[src/rtl/mult_pkg.sv]
`default_nettype none
// +----------------------------------------------------------------------+
// | mult_pkg : shared types and constants for the sequential multiplier  |
// | Revision : 1.0                                                       |
// +----------------------------------------------------------------------+
package mult_pkg;

  localparam int MULT_W    = 32;
  localparam int MULT_ITER = 32;
  localparam int CNT_W     = $clog2(MULT_ITER);

  typedef enum logic [1:0] {
    IDLE = 2'd0,
    RUN  = 2'd1,
    DONE = 2'd2
  } state_t;

  function automatic logic is_last_iter(input logic [CNT_W-1:0] cnt);
    return cnt == CNT_W'(MULT_ITER - 1);
  endfunction

endpackage
`default_nettype wire

[src/rtl/mult_seq_if.sv]
`default_nettype none
// +----------------------------------------------------------------------+
// | mult_seq_if : operand/start/result bundle of the sequential multiplier|
// | Revision    : 1.0                                                    |
// +----------------------------------------------------------------------+
interface mult_seq_if;
  import mult_pkg::*;

  logic [MULT_W-1:0] srcA;
  logic [MULT_W-1:0] srcB;
  logic              multCtrl;
  logic [MULT_W-1:0] hi;
  logic [MULT_W-1:0] lo;
  logic              multBusy;
  logic              multDone;

  modport master (
    output srcA, srcB, multCtrl,
    input  hi, lo, multBusy, multDone
  );

  modport slave (
    input  srcA, srcB, multCtrl,
    output hi, lo, multBusy, multDone
  );

endinterface
`default_nettype wire

[src/rtl/mult_step.sv]
`default_nettype none
// +----------------------------------------------------------------------+
// | mult_step : one add/sub-and-shift iteration of the multiplier        |
// | Config    : MULT_SIGNED_EN selects radix-2 Booth (signed) datapath   |
// | Revision  : 1.0                                                      |
// +----------------------------------------------------------------------+
module mult_step
  import mult_pkg::*;
(
  input  logic [MULT_W-1:0] mcand,
  input  logic [MULT_W-1:0] acc,
  input  logic [MULT_W-1:0] mplr,
`ifdef MULT_SIGNED_EN
  input  logic              qm1,
  output logic              qm1_nxt,
`endif
  output logic [MULT_W-1:0] acc_nxt,
  output logic [MULT_W-1:0] mplr_nxt
);

  // One guard bit: carry (unsigned) or true sign (signed) shifted back into acc
  logic [MULT_W:0] sum;

`ifdef MULT_SIGNED_EN
  logic [MULT_W:0] acc_x;
  logic [MULT_W:0] mcand_x;

  always_comb begin
    acc_x   = {acc[MULT_W-1], acc};
    mcand_x = {mcand[MULT_W-1], mcand};
    sum     = acc_x;
    unique case ({mplr[0], qm1})
      2'b01:   sum = acc_x + mcand_x;
      2'b10:   sum = acc_x - mcand_x;
      default: sum = acc_x;
    endcase
  end

  assign qm1_nxt = mplr[0];
`else
  always_comb begin
    sum = {1'b0, acc};
    if (mplr[0]) begin
      sum = {1'b0, acc} + {1'b0, mcand};
    end
  end
`endif

  assign acc_nxt  = sum[MULT_W:1];
  assign mplr_nxt = {sum[0], mplr[MULT_W-1:1]};

endmodule
`default_nettype wire

[src/rtl/mult_seq.sv]
`default_nettype none
// +----------------------------------------------------------------------+
// | mult_seq : 32x32 -> 64 sequential multiplier, one bit per cycle      |
// | Config   : MULT_SIGNED_EN = signed Booth, otherwise unsigned         |
// | Revision : 1.0                                                       |
// +----------------------------------------------------------------------+
module mult_seq
  import mult_pkg::*;
(
  input  logic       clk,
  input  logic       reset,
  mult_seq_if.slave  bus
);

  state_t            state;
  state_t            state_nxt;
  logic [MULT_W-1:0] mcand;
  logic [MULT_W-1:0] acc;
  logic [MULT_W-1:0] mplr;
  logic [MULT_W-1:0] hi_q;
  logic [MULT_W-1:0] lo_q;
  logic [MULT_W-1:0] acc_step;
  logic [MULT_W-1:0] mplr_step;
  logic [CNT_W-1:0]  cnt;
  logic              last;
`ifdef MULT_SIGNED_EN
  logic              qm1;
  logic              qm1_step;
`endif

  assign last = is_last_iter(cnt);

  always_ff @(posedge clk) begin
    if (reset) begin
      state <= IDLE;
    end else begin
      state <= state_nxt;
    end
  end

  // A start strobe in any state (including RUN) restarts the operation
  always_comb begin
    state_nxt = state;
    unique case (state)
      IDLE:    if (bus.multCtrl) state_nxt = RUN;
      RUN:     if (!bus.multCtrl && last) state_nxt = DONE;
      DONE:    state_nxt = bus.multCtrl ? RUN : IDLE;
      default: state_nxt = IDLE;
    endcase
  end

  mult_step u_step (
    .mcand    (mcand),
    .acc      (acc),
    .mplr     (mplr),
`ifdef MULT_SIGNED_EN
    .qm1      (qm1),
    .qm1_nxt  (qm1_step),
`endif
    .acc_nxt  (acc_step),
    .mplr_nxt (mplr_step)
  );

  always_ff @(posedge clk) begin
    if (reset) begin
      mcand <= '0;
      acc   <= '0;
      mplr  <= '0;
      cnt   <= '0;
      hi_q  <= '0;
      lo_q  <= '0;
`ifdef MULT_SIGNED_EN
      qm1   <= 1'b0;
`endif
    end else if (bus.multCtrl) begin
      mcand <= bus.srcA;
      mplr  <= bus.srcB;
      acc   <= '0;
      cnt   <= '0;
`ifdef MULT_SIGNED_EN
      qm1   <= 1'b0;
`endif
    end else if (state == RUN) begin
      acc  <= acc_step;
      mplr <= mplr_step;
      cnt  <= cnt + CNT_W'(1);
`ifdef MULT_SIGNED_EN
      qm1  <= qm1_step;
`endif
      // Result registers move only on the final iteration
      if (last) begin
        hi_q <= acc_step;
        lo_q <= mplr_step;
      end
    end
  end

  assign bus.hi       = hi_q;
  assign bus.lo       = lo_q;
  assign bus.multBusy = (state == RUN);
  assign bus.multDone = (state == DONE);

endmodule
`default_nettype wire

[src/flat_wrapper.sv]
// flat-port wrapper written by rule: the top's interface ports become plain ports
module mult_seq_flat import mult_pkg::*;
  (clk, reset, bus_srcA, bus_srcB, bus_multCtrl, bus_hi, bus_lo, bus_multBusy, bus_multDone);
  mult_seq_if bus_i ();
  input  logic clk;
  input  logic reset;
  input wire logic [$bits(bus_i.srcA)-1:0] bus_srcA;
  input wire logic [$bits(bus_i.srcB)-1:0] bus_srcB;
  input wire logic [$bits(bus_i.multCtrl)-1:0] bus_multCtrl;
  output wire logic [$bits(bus_i.hi)-1:0] bus_hi;
  output wire logic [$bits(bus_i.lo)-1:0] bus_lo;
  output wire logic [$bits(bus_i.multBusy)-1:0] bus_multBusy;
  output wire logic [$bits(bus_i.multDone)-1:0] bus_multDone;
  assign bus_i.srcA = bus_srcA;
  assign bus_i.srcB = bus_srcB;
  assign bus_i.multCtrl = bus_multCtrl;
  assign bus_hi = bus_i.hi;
  assign bus_lo = bus_i.lo;
  assign bus_multBusy = bus_i.multBusy;
  assign bus_multDone = bus_i.multDone;
  mult_seq u_core (.clk(clk), .reset(reset), .bus(bus_i));
endmodule
[config.mk]
export PLATFORM = sky130hd
export DESIGN_NAME = mult_seq_flat
export DESIGN_NICKNAME = d
export VERILOG_FILES = /design/src/rtl/mult_pkg.sv /design/src/rtl/mult_seq_if.sv /design/src/rtl/mult_step.sv /design/src/rtl/mult_seq.sv /design/src/flat_wrapper.sv
export SDC_FILE = /design/constraint.sdc
export NUM_CORES = 1
export LEC_CHECK = 0
export BUFFER_PORTS_ARGS = -buffer_cell sky130_fd_sc_hd__buf_2
export CORE_MARGIN = 3
export CORE_UTILIZATION = 40
export CTS_BUF_LIST = sky130_fd_sc_hd__clkbuf_8 sky130_fd_sc_hd__clkbuf_16
export CTS_CLUSTER_SIZE = 40
export DETAILED_ROUTE_END_ITERATION = 8
export PLACE_DENSITY = 0.61
export SYNTH_ARGS = -nofsm -noshare
export SYNTH_HDL_FRONTEND = slang
export SYNTH_HIERARCHICAL = 1
export SYNTH_SLANG_ARGS = --single-unit
export TNS_END_PERCENT = 100
[constraint.sdc]
create_clock -name clk -period 9.2 [get_ports clk]
set_clock_uncertainty 0.05 [all_clocks]
set_input_delay 0 -clock clk [delete_from_list [all_inputs] [get_ports clk]]
set_output_delay 0 -clock clk [all_outputs]
set_load 0.05 [all_outputs]
==> key figures <==
Status
  – Status: completed

Floorplan
  – Rows: 53
  – Core Box Area: 21,350 um^2
  – Die area: 23,900 um^2
  – Die width: 154.6 um
  – IO Count: 133
  – Initial core utilization: 41.37%
  – Die Y: 154.6 um

Clock tree
  – Root Driver: clkbuf_16
  – Clock slew at reported path FFs: 0.07 ns
  – CTS tree: done
  – CTS Buf Count: 17
  – Worst skew pair latency: 0.43 ns
  – Bufs on Longest Clock Path: 2
  – # clock sinks: 167
  – H-tree depth: 4

Yosys
  – Top FF cell, synth: dfxtp_1
  – Mapped Area: 8833 um^2
  – Post-synth EDFFs: 0
  – Synth unique cells: 66
  – Syn_nets: 1,179
  – Synth Register Bits: 167
  – Async SR Flop Fraction: 0%
  – Ys Warns: 6
  – Mapped Cells: ~1,100
  – Syn_area_per_cell: slightly above 8 um^2
  – Sequential area share after synthesis: 37.85%

Final layout
  – # diodes: 0
  – Fill count: 2,078
  – Share of post-route cells with drive strength above 1: 19.44%
  – Synth-to-Final Area Change: 19.18%
  – Nets: 1,299

Critical path
  – Critical-path cell list: ha_1, fa_1, a21o_1, a221oi_4, a211oi_2, a2111oi_4, nor3_2, or4_1, o211ai_1, nand2_1, a21oi_1
  – Element type at the critical path start: register
  – Arrival @ worst endpoint: 3.56 ns
  – CP Max Fanout: 5
  – CP max stage delay: 0.48 ns
  – Crit. End Element: register
  – Slowest stage cell, crit path: or4_1
  – Critical Path RT: between 9 and 10 ns
  – Kind of critical path: reg2reg

Power and ir drop
  – Seq pwr share: 45.2%
  – Max VDD drop: 0.0001085 V
  – Leak pwr: ~4.3 nW
  – Sw frac: 25.32%
  – P_int: 1.256 mW
  – Design Power: 1.682 mW
  – Clk pwr share: 45.2%
  – Sw Pwr: about 0.43 mW
  – PD cells: ~160 nW/um^2
  – Combinational fraction of design power: 9.6%

Detailed routing
  – Vias: ~7,700
  – Initial drt markers: roughly 460
  – Wire length per cell: about 15 um
  – Routed Wire Length: 22,770 um
  – Post-route ant nets: 0
  – Vias/cell: 5.212
  – DR DRC count: 0
  – 1st-pass router iterations: 5

Worst hold path
  – Hold Crit Class: in2reg

STA
  – Fin crit share: 35.34%
  – RSZ-0062 raised after global routing: false
  – Min Tclk post-route: 3.252 ns
  – Worst Tran Pin Value: 1.127 ns
  – Setup_tns: 0 ns
  – Hold Vio Cnt, Final: 0
  – Slew Limit Headroom: 24.72%
  – Final setup viols: 0
  – Final Max Slew Viols: 0
  – Peak Freq: 0.3075 GHz

Global routing
  – Largest net degree at the start of global routing: 69
  – Overflow after GRT: 0
  – Initial antenna violation count: 0
  – Overall Global Routing Usage: 18.95%
  – First-pass GRT wire length: 37,630 um
  – Vias in the first global route: around 7,600

Place
  – Port Buffers: 132
  – HPWL Detailed: 14,770 um
  – GP Congestion: 0.8876

Job
  – Max cap viols: 0
[critical path, delay by kind of cell, from the launching register on]
kind	cells	cell delay (ns)
AOI/OAI and AO/OA	6	1.50
and+or+nand+nor	3	0.67
adders and majority gates	2	0.63
DFF	1	0.32
[registers in the layout, indices dropped and copies added (netlist names)]
| name | count |
|---|---|
| u_core/acc | 32 |
| u_core/bus.hi | 32 |
| u_core/bus.lo | 32 |
| u_core/mcand | 32 |
| u_core/mplr | 32 |
| u_core/cnt | 5 |
| u_core/state | 2 |
[stage by stage]
stage               setup slack (ns)  area, um^2  util (%)  hold WS [ns]  std cells
finish                         5.948       10530     49.30       0.08708       1484
CTS                            5.966       10530     49.30       0.07412       1484
global placement               6.023        9265     43.39        0.1885       1389
detailed placement             6.004        9265     43.39        0.1941       1389
global route                   5.716       10530     49.30        0.1074       1484
floorplan                      6.305        8833         -       0.09721       1077
[cells in the final DEF, fill, tap and decap left out, drive strengths merged, types with 2 or more instances in the layout]
cell / count
nor2b: 5
ha: 34
o21ai: 22
a211oi: 5
a31o: 3
nand3b: 3
o31ai: 5
xor2: 7
mux2i: 32
buf: 138
a21o: 19
a311o: 2
and4: 3
o21bai: 3
dlygate4sd3: 64
nand2: 288
a21boi: 2
nor2: 86
or3: 3
clkbuf: 18
dfxtp: 167
a2111o: 2
o211ai: 6
a221oi: 2
nor3: 8
o21a: 4
a21oi: 134
clkinvlp: 2
a311oi: 33
bufinv: 3
nand2b: 4
or2: 2
and3: 9
nand3: 4
clkinv: 4
nand4: 6
xnor2: 17
mux2: 22
inv: 17
o221ai: 5
[Yosys cell counts (all sizes together) (4+ instances only)]
cell    number  area [um^2]
nand2      288         1081
dfxtp      167         3343
a21oi      134        670.6
nor2        86        322.8
buf         82        558.0
ha          34        425.4
a311oi      33        457.9
mux2i       32        320.3
mux2        22        247.7
o21ai       22        110.1
a21o        19        143.9
clkbuf      19        81.32
xnor2       17        148.9
inv         11        41.29
and3         9        56.30
nor3         8        45.04
xor2         7        61.31
nand4        6        37.54
o211ai       6        45.04
a211oi       5        42.54
nor2b        5        31.28
o221ai       5        43.79
o31ai        5        37.54
nand2b       4        25.02
nand3        4        20.02
o21a         4        30.03
[power groups by stage]
stage / Clock, mW / Sequential [mW] / Combinational, mW
floorplan: 0 / 0.768 / 0.123
global placement: 0 / 0.776 / 0.141
detailed placement: 0 / 0.776 / 0.142
CTS: 0.779 / 0.760 / 0.163
global route: 0.806 / 0.762 / 0.180
finish: 0.760 / 0.760 / 0.162
[cell type report]
cell class | count | area (um^2) | area share (%)
sequential | 167 | 3343 | 31.76
multi-input combinational | 796 | 4820 | 45.78
inverter | 13 | 50.05 | 0.4754
tap | 275 | 344.1 | 3.268
clock buffer | 18 | 439.2 | 4.172
clock inverter | 13 | 182.7 | 1.735
timing repair buffer | 202 | 1349 | 12.81
[final timing paths]
kind / startpoint / end / slack, ns / depth (start not counted)
worst max register to register: u_core/acc[0]$_SDFFE_PP0P_ / u_core/acc[29]$_SDFFE_PP0P_ / 5.95 / 11
worst min register to register: u_core/bus.hi[12]$_SDFFE_PP0P_ / u_core/bus.hi[12]$_SDFFE_PP0P_ / 0.40 / 2
worst min-delay path: reset / u_core/bus.lo[7]$_SDFFE_PP0P_ / 0.09 / 2
worst max-delay path: u_core/acc[0]$_SDFFE_PP0P_ / u_core/acc[29]$_SDFFE_PP0P_ / 5.95 / 11
[routing by layer]
metal / share of wire (%) / GRT usage, %
met5: 0 / 0
met4: 0.97 / 4.668
met3: 4.2 / 3.861
met2: 47 / 31.32
met1: 48 / 25.47
[timing repair]
action                    CTS  global route
gates resized for setup     0             0
hold buffers               64             0
hold endpoints to repair   64             0
buffers inserted            0             0
[cells by family after synthesis]
group                    count (synthesis)  synth area share [%]
adder cells (fa/ha/maj)                 35                 5.043
buffers and inverters                  114                 7.804
XOR/XNOR                                24                 2.380
multiplexers                            54                 6.431
flip-flops                             167                 37.85
AO/OA/AOI/OAI                          258                 20.79
AND/OR/NAND/NOR                        425                 19.70
Power figures use the tool's default switching activity.
